File: config.mk
export PLATFORM = sky130hd
export DESIGN_NAME = fifo_flat
export DESIGN_NICKNAME = d
export VERILOG_FILES = /design/src/rtl/fifo_if.sv /design/src/rtl/fifo.sv /design/src/flat_wrapper.sv
export SDC_FILE = /design/constraint.sdc
export NUM_CORES = 1
export LEC_CHECK = 0
export CAP_MARGIN = 30
export CORE_MARGIN = 4
export CORE_UTILIZATION = 30
export CTS_CLUSTER_DIAMETER = 40
export DETAILED_ROUTE_END_ITERATION = 16
export PLACE_DENSITY = 0.44
export SLEW_MARGIN = 5
export SYNTH_ARGS = -nofsm -noshare
export SYNTH_HDL_FRONTEND = slang
export SYNTH_SLANG_ARGS = --single-unit
export TNS_END_PERCENT = 10
File: constraint.sdc
create_clock -name i_clk -period 6.4 [get_ports i_clk]
set_input_delay 1.92 -clock i_clk [delete_from_list [all_inputs] [get_ports i_clk]]
set_output_delay 1.92 -clock i_clk [all_outputs]
set_load 0.1 [all_outputs]
File: src/rtl/fifo_if.sv
// Producer/consumer handshake bundle for the circular FIFO.
// A word moves on a rising edge only when valid and ready are both high; valid never waits on ready.
interface fifo_if #(
    parameter int FIFO_WIDTH = 18
);
    logic                  i_wr_valid;
    logic                  o_wr_ready;
    logic [FIFO_WIDTH-1:0] i_wr_data;
    logic                  o_rd_valid;
    logic                  i_rd_ready;
    logic [FIFO_WIDTH-1:0] o_rd_data;

    modport master (
        output i_wr_valid, i_wr_data, i_rd_ready,
        input  o_wr_ready, o_rd_valid, o_rd_data
    );

    modport slave (
        input  i_wr_valid, i_wr_data, i_rd_ready,
        output o_wr_ready, o_rd_valid, o_rd_data
    );
endinterface

File: src/rtl/fifo.sv
// Circular FIFO with show-ahead read data; pointers carry one extra wrap bit
// so full and empty are told apart without a separate counter.
module fifo #(
    parameter int FIFO_WIDTH = 18,
    parameter int FIFO_SIZE  = 4
) (
    input  logic                 i_clk,
    input  logic                 i_rst,
    fifo_if.slave                bus,
    output logic                 o_full,
    output logic                 o_empty,
    output logic [FIFO_SIZE:0]   o_count,
    output logic                 o_overflow,
    output logic                 o_underflow
);
    localparam int DEPTH = 1 << FIFO_SIZE;

    logic [FIFO_WIDTH-1:0] r_mem [DEPTH];
    logic [FIFO_SIZE:0]    r_wr_ptr;
    logic [FIFO_SIZE:0]    r_rd_ptr;
    logic                  r_overflow;
    logic                  r_underflow;

    logic                  w_full;
    logic                  w_empty;
    logic                  w_wr_en;
    logic                  w_rd_en;

    assign w_empty = (r_wr_ptr == r_rd_ptr);
    assign w_full  = (r_wr_ptr[FIFO_SIZE] != r_rd_ptr[FIFO_SIZE]) &&
                     (r_wr_ptr[FIFO_SIZE-1:0] == r_rd_ptr[FIFO_SIZE-1:0]);
    assign w_wr_en = bus.i_wr_valid && !w_full;
    assign w_rd_en = bus.i_rd_ready && !w_empty;

    always_ff @(posedge i_clk or posedge i_rst) begin
        if (i_rst) begin
            r_wr_ptr    <= '0;
            r_rd_ptr    <= '0;
            r_overflow  <= 1'b0;
            r_underflow <= 1'b0;
        end else begin
            if (w_wr_en) r_wr_ptr <= r_wr_ptr + 1'b1;
            if (w_rd_en) r_rd_ptr <= r_rd_ptr + 1'b1;
            r_overflow  <= bus.i_wr_valid && w_full;
            r_underflow <= bus.i_rd_ready && w_empty;
        end
    end

    // Storage is deliberately not reset; it is only observable through r_rd_ptr.
    always_ff @(posedge i_clk) begin
        if (w_wr_en && !i_rst) r_mem[r_wr_ptr[FIFO_SIZE-1:0]] <= bus.i_wr_data;
    end

    assign bus.o_wr_ready = !w_full;
    assign bus.o_rd_valid = !w_empty;
    assign bus.o_rd_data  = r_mem[r_rd_ptr[FIFO_SIZE-1:0]];

    assign o_full      = w_full;
    assign o_empty     = w_empty;
    assign o_count     = r_wr_ptr - r_rd_ptr;
    assign o_overflow  = r_overflow;
    assign o_underflow = r_underflow;
endmodule
File: src/flat_wrapper.sv
// flat-port wrapper written by rule: the top's interface ports become plain ports
module fifo_flat 
#(
    parameter int FIFO_WIDTH = 18,
    parameter int FIFO_SIZE  = 4
)
  (i_clk, i_rst, o_full, o_empty, o_count, o_overflow, o_underflow, bus_i_wr_valid, bus_i_wr_data, bus_i_rd_ready, bus_o_wr_ready, bus_o_rd_valid, bus_o_rd_data);
  fifo_if #(.FIFO_WIDTH(FIFO_WIDTH)) bus_i ();
  input  logic i_clk;
  input  logic i_rst;
  output logic o_full;
  output logic o_empty;
  output logic [FIFO_SIZE:0] o_count;
  output logic o_overflow;
  output logic o_underflow;
  input wire logic [$bits(bus_i.i_wr_valid)-1:0] bus_i_wr_valid;
  input wire logic [$bits(bus_i.i_wr_data)-1:0] bus_i_wr_data;
  input wire logic [$bits(bus_i.i_rd_ready)-1:0] bus_i_rd_ready;
  output wire logic [$bits(bus_i.o_wr_ready)-1:0] bus_o_wr_ready;
  output wire logic [$bits(bus_i.o_rd_valid)-1:0] bus_o_rd_valid;
  output wire logic [$bits(bus_i.o_rd_data)-1:0] bus_o_rd_data;
  assign bus_i.i_wr_valid = bus_i_wr_valid;
  assign bus_i.i_wr_data = bus_i_wr_data;
  assign bus_i.i_rd_ready = bus_i_rd_ready;
  assign bus_o_wr_ready = bus_i.o_wr_ready;
  assign bus_o_rd_valid = bus_i.o_rd_valid;
  assign bus_o_rd_data = bus_i.o_rd_data;
  fifo #(.FIFO_WIDTH(FIFO_WIDTH), .FIFO_SIZE(FIFO_SIZE)) u_core (.i_clk(i_clk), .i_rst(i_rst), .bus(bus_i), .o_full(o_full), .o_empty(o_empty), .o_count(o_count), .o_overflow(o_overflow), .o_underflow(o_underflow));
endmodule
; ---- Yosys cells after proc, flatten, opt, wreduce, memory -nomap -nowiden
; Memories as Yosys holds them, arrays and structs flattened.
; Cells that the tools add are included.
[word_totals]
output_inout_bits = 29
inputBits = 22
ram_bits = 288
mem_count = 1
regBits = 12
word_cells = 22
[mem_list]
columns = name, depth, word_bits, rd, rd_clocked_by_memory_dff, write_ports, line
row1 = u_core.r_mem, 16, 18, 1, 0, 1, fifo.sv:18  ; logic [FIFO_WIDTH-1:0] r_mem [DEPTH];
[classes]
n_mux = 2
n_addsub = 3
reduce_logical = 9
n_eq_ne = 3
[op_table]
columns = op, count
row1 = "5-bit by 1-bit adder with 5-bit output, second input constant", 2
row2 = 1-bit logical AND, 6
row3 = 5-bit == test, 1
row4 = 5-bit subtractor, 1
row5 = 4-bit == test, 1
row6 = 1-bit logical NOT, 3
row7 = 1-bit 2-to-1 mux, 2
row8 = 1-bit != test, 1

; ---- Longest topological paths before layout
; Gate-level depths: netlist (run 1).
[depth]
ltp_word = 7
mapped_depth = 10

; ---- Worst setup path after synthesis (run 1)
; OpenSTA, ideal clock, no wires.
[synth_timing]
path_type = register to output
startpoint = register u_core.r_rd_ptr[0]
endpoint = output port bus_o_rd_data[14]
slack_ns = 1.270
arrival_ns = 3.210
path_stages_with_launch = 6
required_ns = 4.480
cell_sequence = dfrtp_1 buf_6 buf_6 mux4_2 mux2i_1 o21ai_0
[synth_between]
elab_chain_cells = 1
[synth_rtl]
columns = element, line
row1 = from (decl), fifo.sv:20  ; logic [FIFO_SIZE:0] r_rd_ptr;
row2 = from (signal assigned), fifo.sv:43  ; if (w_rd_en) r_rd_ptr <= r_rd_ptr + 1'b1;
row3 = memory read 16 x 18 bit, -
row4 = to (decl), flat_wrapper.sv:21  ; output wire logic [$bits(bus_i.o_rd_data)-1:0] bus_o_rd_data;
; Every way passes these cells.

; ---- Final worst setup path (run 1)
[layout_timing]
startpoint = register u_core.r_rd_ptr[1]
endpoint = output port o_count[2]
[layout_between]
elab_chain_cells = 1
[layout_rtl]
columns = element, line
row1 = 5-bit subtractor, fifo.sv:60  ; assign o_count = r_wr_ptr - r_rd_ptr;
row2 = to (decl), flat_wrapper.sv:13  ; output logic [FIFO_SIZE:0] o_count;
; Every way passes these cells.

==> run summary, run 1 <==
The cell with the largest stage delay on the worst path is sky130_fd_sc_hd__clkdlybuf4s50_1. The normalized max-slew margin came out at 0.3466. The die area is 42550 um^2.

The min-delay analysis places its worst path in the category flip-flop to flip-flop. The combined flip-flop and latch cell area is 8955 um^2. After synthesis, the cell types taking the most area are sky130_fd_sc_hd__edfxtp_1 73%, sky130_fd_sc_hd__mux4_2 10%, sky130_fd_sc_hd__mux2i_1 4.6%, sky130_fd_sc_hd__dfrtp_1 2.5%, sky130_fd_sc_hd__a221oi_1 1.3%. The largest incremental delay on the critical path is 1150 ps.

Clock-pin slew was measured on the worst setup and hold paths at 50 ps. The average wire per standard cell came out at 22.84 um. The multi-input gate area in the final layout came out at 2669 um^2.

The congestion estimate from routability-driven global placement came to 0.7054. After detailed routing, the number of remaining DRC violations is 0. 51 I/O pins were placed. The largest net degree at the start of global routing is 94.

The clock latency of the later-clocked register in the worst-skew pair is 510 ps. The layout filler cell count is 3567. The initial detailed-routing violation count is 397.

The number of buffers inserted to repair setup after CTS came out at 0. The xor/xnor share of the synthesized area is 0.009655. The critical path endpoint category is an output port. Setup repair after global routing left no endpoint under its margin. At the pin with the least slew margin, the transition time is 977.1 ps.

The area fraction in and, or, nand and nor cells after synthesis is 0.01475. The area growth from synthesis to layout is 21.92%. The share of the Yosys chip area taken by registers is 0.7588. TritonCTS built the clock tree.

The data arrival at the endpoint of the critical path is 3330 ps. The number of input and output port buffers inserted is 50. The floorplan has 72 rows.

The core region is 38740 um^2. The portion of the clock cycle consumed by the worst path in the final layout is 0.8208. The complex-gate fraction of the synthesized area came out at 0.03406.

Once detailed placement completed, the half-perimeter wirelength came to 14850 um. Synthesis produced a netlist with a net count of 605. The die span in y is 206.3 um. The run finished with clean final reports.

The post-synthesis register bit count is 300. The max-capacitance violation count is 0. The number of levels in the clock H-tree came out at 2. The category of the most critical setup path is flip-flop to output port.

The number of gates resized after CTS was 0. The maximum count of clock buffers along a single path is 3. The synthesized area is 11790 um^2. The routed design has 27480 um of wire.

STA classifies the critical path startpoint as a flip-flop. The antenna diode count is 0. The detail-routed via count per cell came out at 4.714. The first-pass detailed-route iteration total came out at 4. By area, the combinational part of the netlist is dominated by multiplexers. The die outline width is 206.3 um. The share of synthesized cell area in full adder, half adder and majority cells came out at 0.01125. The required time reported for the critical path endpoint came out at 4480 ps. The largest area contributor in the netlist is sky130_fd_sc_hd__edfxtp_1. For this design, the sink count on the clock tree is 300. The final route contains 5671 vias. The Yosys warning count came out at 0.

The quantity of hold-fixing buffers added after cts came out at 0. For the final database, setup skew stands at 9.132 ps. The mean area per synthesized cell is 20.58 um^2.

The achievable clock frequency came out at 190.4 MHz. The initial utilization of the core area, before any placement, comes to 0.3044. The minimum clock period after layout is 5253 ps. Setup total negative slack on the finished layout was measured at 0 ps.

The global-route wire length before repair came out at 40680 um. The number of hold violations in the final report is 0. The total overflow left after global routing is 0. The signal on the critical path passes through inv_1 -> fa_1 -> xor2_1 -> clkdlybuf4s50_1. The area fraction of the dominant cell type after synthesis is 0.7334. The post-synthesis instance total is 573. The remaining antenna violation count after routing came out at 0. The overall global routing resource usage is 0.1317. The number of distinct library cells after synthesis came out at 35.

The tree is rooted in a sky130_fd_sc_hd__clkbuf_16. The initial antenna violation count was 1. The portion of synthesized area spent on multiplexers is 0.1490. The final count of negative-setup-slack endpoints is 0. The final number of max-transition violations came out at 0. The share of post-route cells with drive strength above 1 came out at 0.2657. The total clock buffers created by CTS came out at 41. The maximum fanout along the worst path is 21. The number of global-route vias before repair came out at 6182. The number of nets at the end of the flow is 688.
## stage by stage
stage	std cells	cell area, um^2	hold slack (ps)	setup WS, ps	util
global placement	1127	12890	522.6	1617	0.3327
floorplan	573	11790	501.2	1270	-
finish	1203	14380	526.9	1147	0.3712
CTS	1199	14280	533.1	1062	0.3687
detailed placement	1127	12890	526.4	1619	0.3327
global route	1203	14380	560.7	988.6	0.3712
## critical path: cells and delay by family, from the launching register on
kind,cells,cell delay [ps]
XOR/XNOR,1,170
adder cells (fa/ha/maj),1,500
buffers and inverters,2,1360
flip-flops,1,780
## logic make-up after synthesis
logic type | count (synthesis)
flip-flops | 300
multiplexers | 108
AO/OA/AOI/OAI | 63
buffers and inverters | 41
AND/OR/NAND/NOR | 38
XOR/XNOR | 13
adder cells (fa/ha/maj) | 10
## cell type report
type                    instances  area share
inverters                      11    0.002872
well taps                     518     0.04508
multi-input cells             232      0.1856
repair buffers                 70     0.04638
clock buffers                  44     0.07214
clock inverters                28     0.02506
flip-flops and latches        300      0.6228
## sequential cells by signal, indices dropped and copies added (netlist names)
| name | cells |
|---|---|
| u_core.r_mem | 288 |
| u_core.o_underflow | 1 |
| u_core.r_rd_ptr | 5 |
| u_core.r_wr_ptr | 5 |
| u_core.o_overflow | 1 |
## cells in the mapped netlist, drive strengths merged
cell type  instances
clkinv             1
clkbuf             8
mux2i             54
mux4              54
a21o               2
xnor2             10
nor2b              1
buf               22
xor2               3
edfxtp           288
fa                 1
ha                 9
nand4              3
a211oi             1
nor2              13
nand3              1
a21oi              3
and4               1
nor3               4
a21boi             1
inv               10
and2               1
a221oi            18
nand2             11
o21ai             38
nand2b             2
and3               1
dfrtp             12
## placed cells by master, fill, tap and decap left out, types with 3 or more instances in the layout
cell                                n
sky130_fd_sc_hd__a221oi_1          18
sky130_fd_sc_hd__buf_16             3
sky130_fd_sc_hd__buf_4             39
sky130_fd_sc_hd__bufinv_16          8
sky130_fd_sc_hd__clkbuf_1           3
sky130_fd_sc_hd__clkbuf_16         41
sky130_fd_sc_hd__clkdlybuf4s50_1   26
sky130_fd_sc_hd__clkinv_1           7
sky130_fd_sc_hd__clkinv_2           5
sky130_fd_sc_hd__clkinvlp_4         5
sky130_fd_sc_hd__dfrtp_1            9
sky130_fd_sc_hd__edfxtp_1         288
sky130_fd_sc_hd__ha_1               9
sky130_fd_sc_hd__inv_1             10
sky130_fd_sc_hd__mux2i_1           54
sky130_fd_sc_hd__mux4_2            54
sky130_fd_sc_hd__nand2_1           11
sky130_fd_sc_hd__nand4_1            3
sky130_fd_sc_hd__nor2_2             4
sky130_fd_sc_hd__nor2_4             8
sky130_fd_sc_hd__nor3_2             4
sky130_fd_sc_hd__o21ai_0           16
sky130_fd_sc_hd__o21ai_1           22
sky130_fd_sc_hd__xnor2_1           10
sky130_fd_sc_hd__xor2_1             3
## layer usage
layer	global-route usage	routed length, um	up-vias
li1	-	-	2533
met1	0.1704	11950	2989
met2	0.2256	14050	106
met3	0.02511	912	41
met4	0.04064	551	2
met5	0	12	-
## path summary, 6_finish.rpt
check,slack [ps],depth (start not counted),endpoint,start
max,1150,4,o_count[2],u_core.r_rd_ptr[1]
min reg2reg,530,1,u_core.r_rd_ptr[4],u_core.r_rd_ptr[4]
min,530,1,u_core.r_rd_ptr[4],u_core.r_rd_ptr[4]
max reg2reg,2940,6,u_core.r_mem[12][6],u_core.r_rd_ptr[1]
min in group asynchronous,1800,2,u_core.o_overflow,i_rst
max in group asynchronous,4230,2,u_core.r_rd_ptr[0],i_rst
Power of run 1 is left out: the tool's default activity adds up to more than one toggle a clock period on the data nets, which glitch-free logic cannot reach.
==> run 2, diff against run 1 <==
==> constraint.sdc (replaced) <==
create_clock -name i_clk -period 5.2 [get_ports i_clk]
set_input_delay 1.56 -clock i_clk [delete_from_list [all_inputs] [get_ports i_clk]]
set_output_delay 1.56 -clock i_clk [all_outputs]
set_load 0.1 [all_outputs]
==> run summary, run 2 (synthesis gave the netlist of run 1 again) <==
The clock latency of the later-clocked register in the worst-skew pair is 520 ps. The max-capacitance violation count is 0. The master cell of the clock root buffer is sky130_fd_sc_hd__clkbuf_16. The routed via count is 5691. The clock tree from TritonCTS is yes.

Entering global routing, the biggest net connects 56 pins. The setup path with the least slack is of type flip-flop to output port. The terminus of the critical flop-to-flop path is u_core.r_mem[15][16]. The last weighted congestion value of the routability-driven placer is 0.7020. The remaining antenna violation count after routing came out at 0.

The residual overflow from global routing is 0. The number of nets at the end of the flow is 692. The number of hold violations in the final report came to 0. After detailed routing, the average wire length per cell comes to 23.36 um. The number of levels in the clock H-tree is 2. In the layout the commonest cells are 288 x sky130_fd_sc_hd__edfxtp_1, 54 x sky130_fd_sc_hd__mux4_2, 54 x sky130_fd_sc_hd__mux2i_1, 44 x sky130_fd_sc_hd__buf_4, 40 x sky130_fd_sc_hd__clkbuf_16. The first-pass detailed-route iteration total came out at 4. For this run, the top clock speed supported by timing is 214.7 MHz.

The required time reported for the critical path endpoint came out at 3640 ps. The count of cells resized by post-cts repair came out at 0. The final total negative setup slack is 0 ps. The initial detailed-routing violation count is 280.

The number of placed instances with taps included came out at 1137. The half-perimeter wire length of the detailed placement result came out at 15850 um. The global-route wire length before repair is 41120 um. The launch instance of the worst register-to-register path is u_core.r_rd_ptr[0]. The register clock-pin slew on the reported worst setup and hold paths came out at 50 ps. Between clock sinks in the finished design, the worst skew comes to 14.18 ps.

The post-route non-filler standard cell count is 1207. The tightest min-delay check is of the flip-flop to flip-flop type. Setup repair after global routing left no endpoint under its margin. For this run, the total global-route usage over all layers was measured as 0.1323. The repair_antennas step left the layout with diodes totalling 0. The startpoint class of the critical path is a flip-flop. The layout filler cell count is 3581. Measured in cells, the most critical reg-to-reg path has a length of 6. The placeable core region is 38740 um^2.

The final count of negative-setup-slack endpoints came out at 0. The layout-stage area growth over the synthesis result came out at 21.97%. The maximum fanout along the worst path came out at 38. The maximum count of clock buffers along a single path is 3.

The number of global-route vias before repair came out at 6171. The die area came out at 42550 um^2. The total number of placement rows came out at 72.

The depth of the worst hold-timing path came out at 1. The post-layout utilization of the core came out at 0.3713. STA classifies the critical path endpoint as an output port.

51 I/O pins were placed. The die outline width came out at 206.3 um. The share of post-route cells with drive strength above 1 came out at 0.2801. The normalized max-slew margin is 0.3535.

The routed design has 28190 um of wire. The worst hold endpoint is u_core.r_wr_ptr[4]. After detailed routing, the number of remaining DRC violations is 0.

The smallest clock period supported by the final layout is computed as 4657 ps. The final number of max-transition violations was 0. The initial antenna violation count is 0. The number of flip-flops under the largest register name came out at 288.

The number of input and output port buffers inserted came out at 50. The start point of the worst min-delay path is u_core.r_wr_ptr[4]. For the worst setup path, the data arrival time is 3100 ps.

The detail-routed via count per cell is 4.715. The most frequent standard cell in the layout excluding fill and tap cells is sky130_fd_sc_hd__edfxtp_1. The total number of clock tree sinks came out at 300. The number of buffers inserted to repair setup after CTS came out at 0. The quantity of hold-fixing buffers added after cts is 0. The actual slew at the worst max-slew pin is 966.8 ps. The post-route worst hold slack is 539.2 ps. The die span in y is 206.3 um. The number of clock buffers added by TritonCTS is 39. In this run the register-to-register setup slack is 1510 ps. The run finished with clean final reports. In the finished design, the share of the clock period the worst path needs comes to 0.8955. The starting utilization of the core area is 0.3044.
-- run 2: cell count changes in the layout (fill, tap and decap cells not counted), moves of 3 or more --
cell,previous run,this run
sky130_fd_sc_hd__nor2_2,4,12
sky130_fd_sc_hd__buf_4,39,44
sky130_fd_sc_hd__buf_12,1,8
sky130_fd_sc_hd__nor2_4,8,0
sky130_fd_sc_hd__clkdlybuf4s50_1,26,23
sky130_fd_sc_hd__clkinv_2,5,8
sky130_fd_sc_hd__clkinv_1,7,3
-- run 2: worst max-delay path by stage --
| stage | startpoint | to | slack [ps] | depth (start not counted) |
|---|---|---|---|---|
| final | u_core.r_rd_ptr[0] | bus_o_rd_data[0] | 540 | 5 |
| after detailed placement | u_core.r_rd_ptr[0] | bus_o_rd_data[0] | 1030 | 5 |
| after CTS | u_core.r_rd_ptr[0] | bus_o_rd_data[0] | 470 | 5 |
| after global routing | u_core.r_rd_ptr[0] | bus_o_rd_data[8] | 360 | 6 |
| after floorplan | u_core.r_rd_ptr[0] | bus_o_rd_data[14] | 430 | 5 |
| after global placement | u_core.r_rd_ptr[0] | bus_o_rd_data[16] | 1030 | 6 |
-- run 2: metal layers --
metal	up-vias	GRT usage	wire length, um
met4	0	0.03279	515
met1	3022	0.1780	12760
li1	2519	-	-
met5	-	0	0
met2	106	0.2261	13920
met3	44	0.02103	995
-- run 2: cell type report --
class	count	area, um^2	area share
sequential	300	8955	0.6226
multi-input combinational	232	2629	0.1828
clock buffer	43	1012	0.07037
timing repair buffer	76	748.2	0.05202
tap	518	648.1	0.04506
clock inverter	27	350.3	0.02436
inverter	11	41.29	0.002871
-- run 2: worst max-delay path: stages (launching register included) --
cell,delay (ps)
sky130_fd_sc_hd__dfrtp_4,960
sky130_fd_sc_hd__buf_12,350
sky130_fd_sc_hd__mux4_2,550
sky130_fd_sc_hd__o21ai_1,150
sky130_fd_sc_hd__o21ai_0,230
sky130_fd_sc_hd__buf_4,320
-- run 2: metrics by stage --
stage,worst slack [ps],cell area (um^2)
finish,543.3,14380
detailed placement,1031,13020
global route,358.4,14380
floorplan,430.1,11790
global placement,1031,12990
CTS,470.8,14380
Power of run 2 is left out for the same reason.
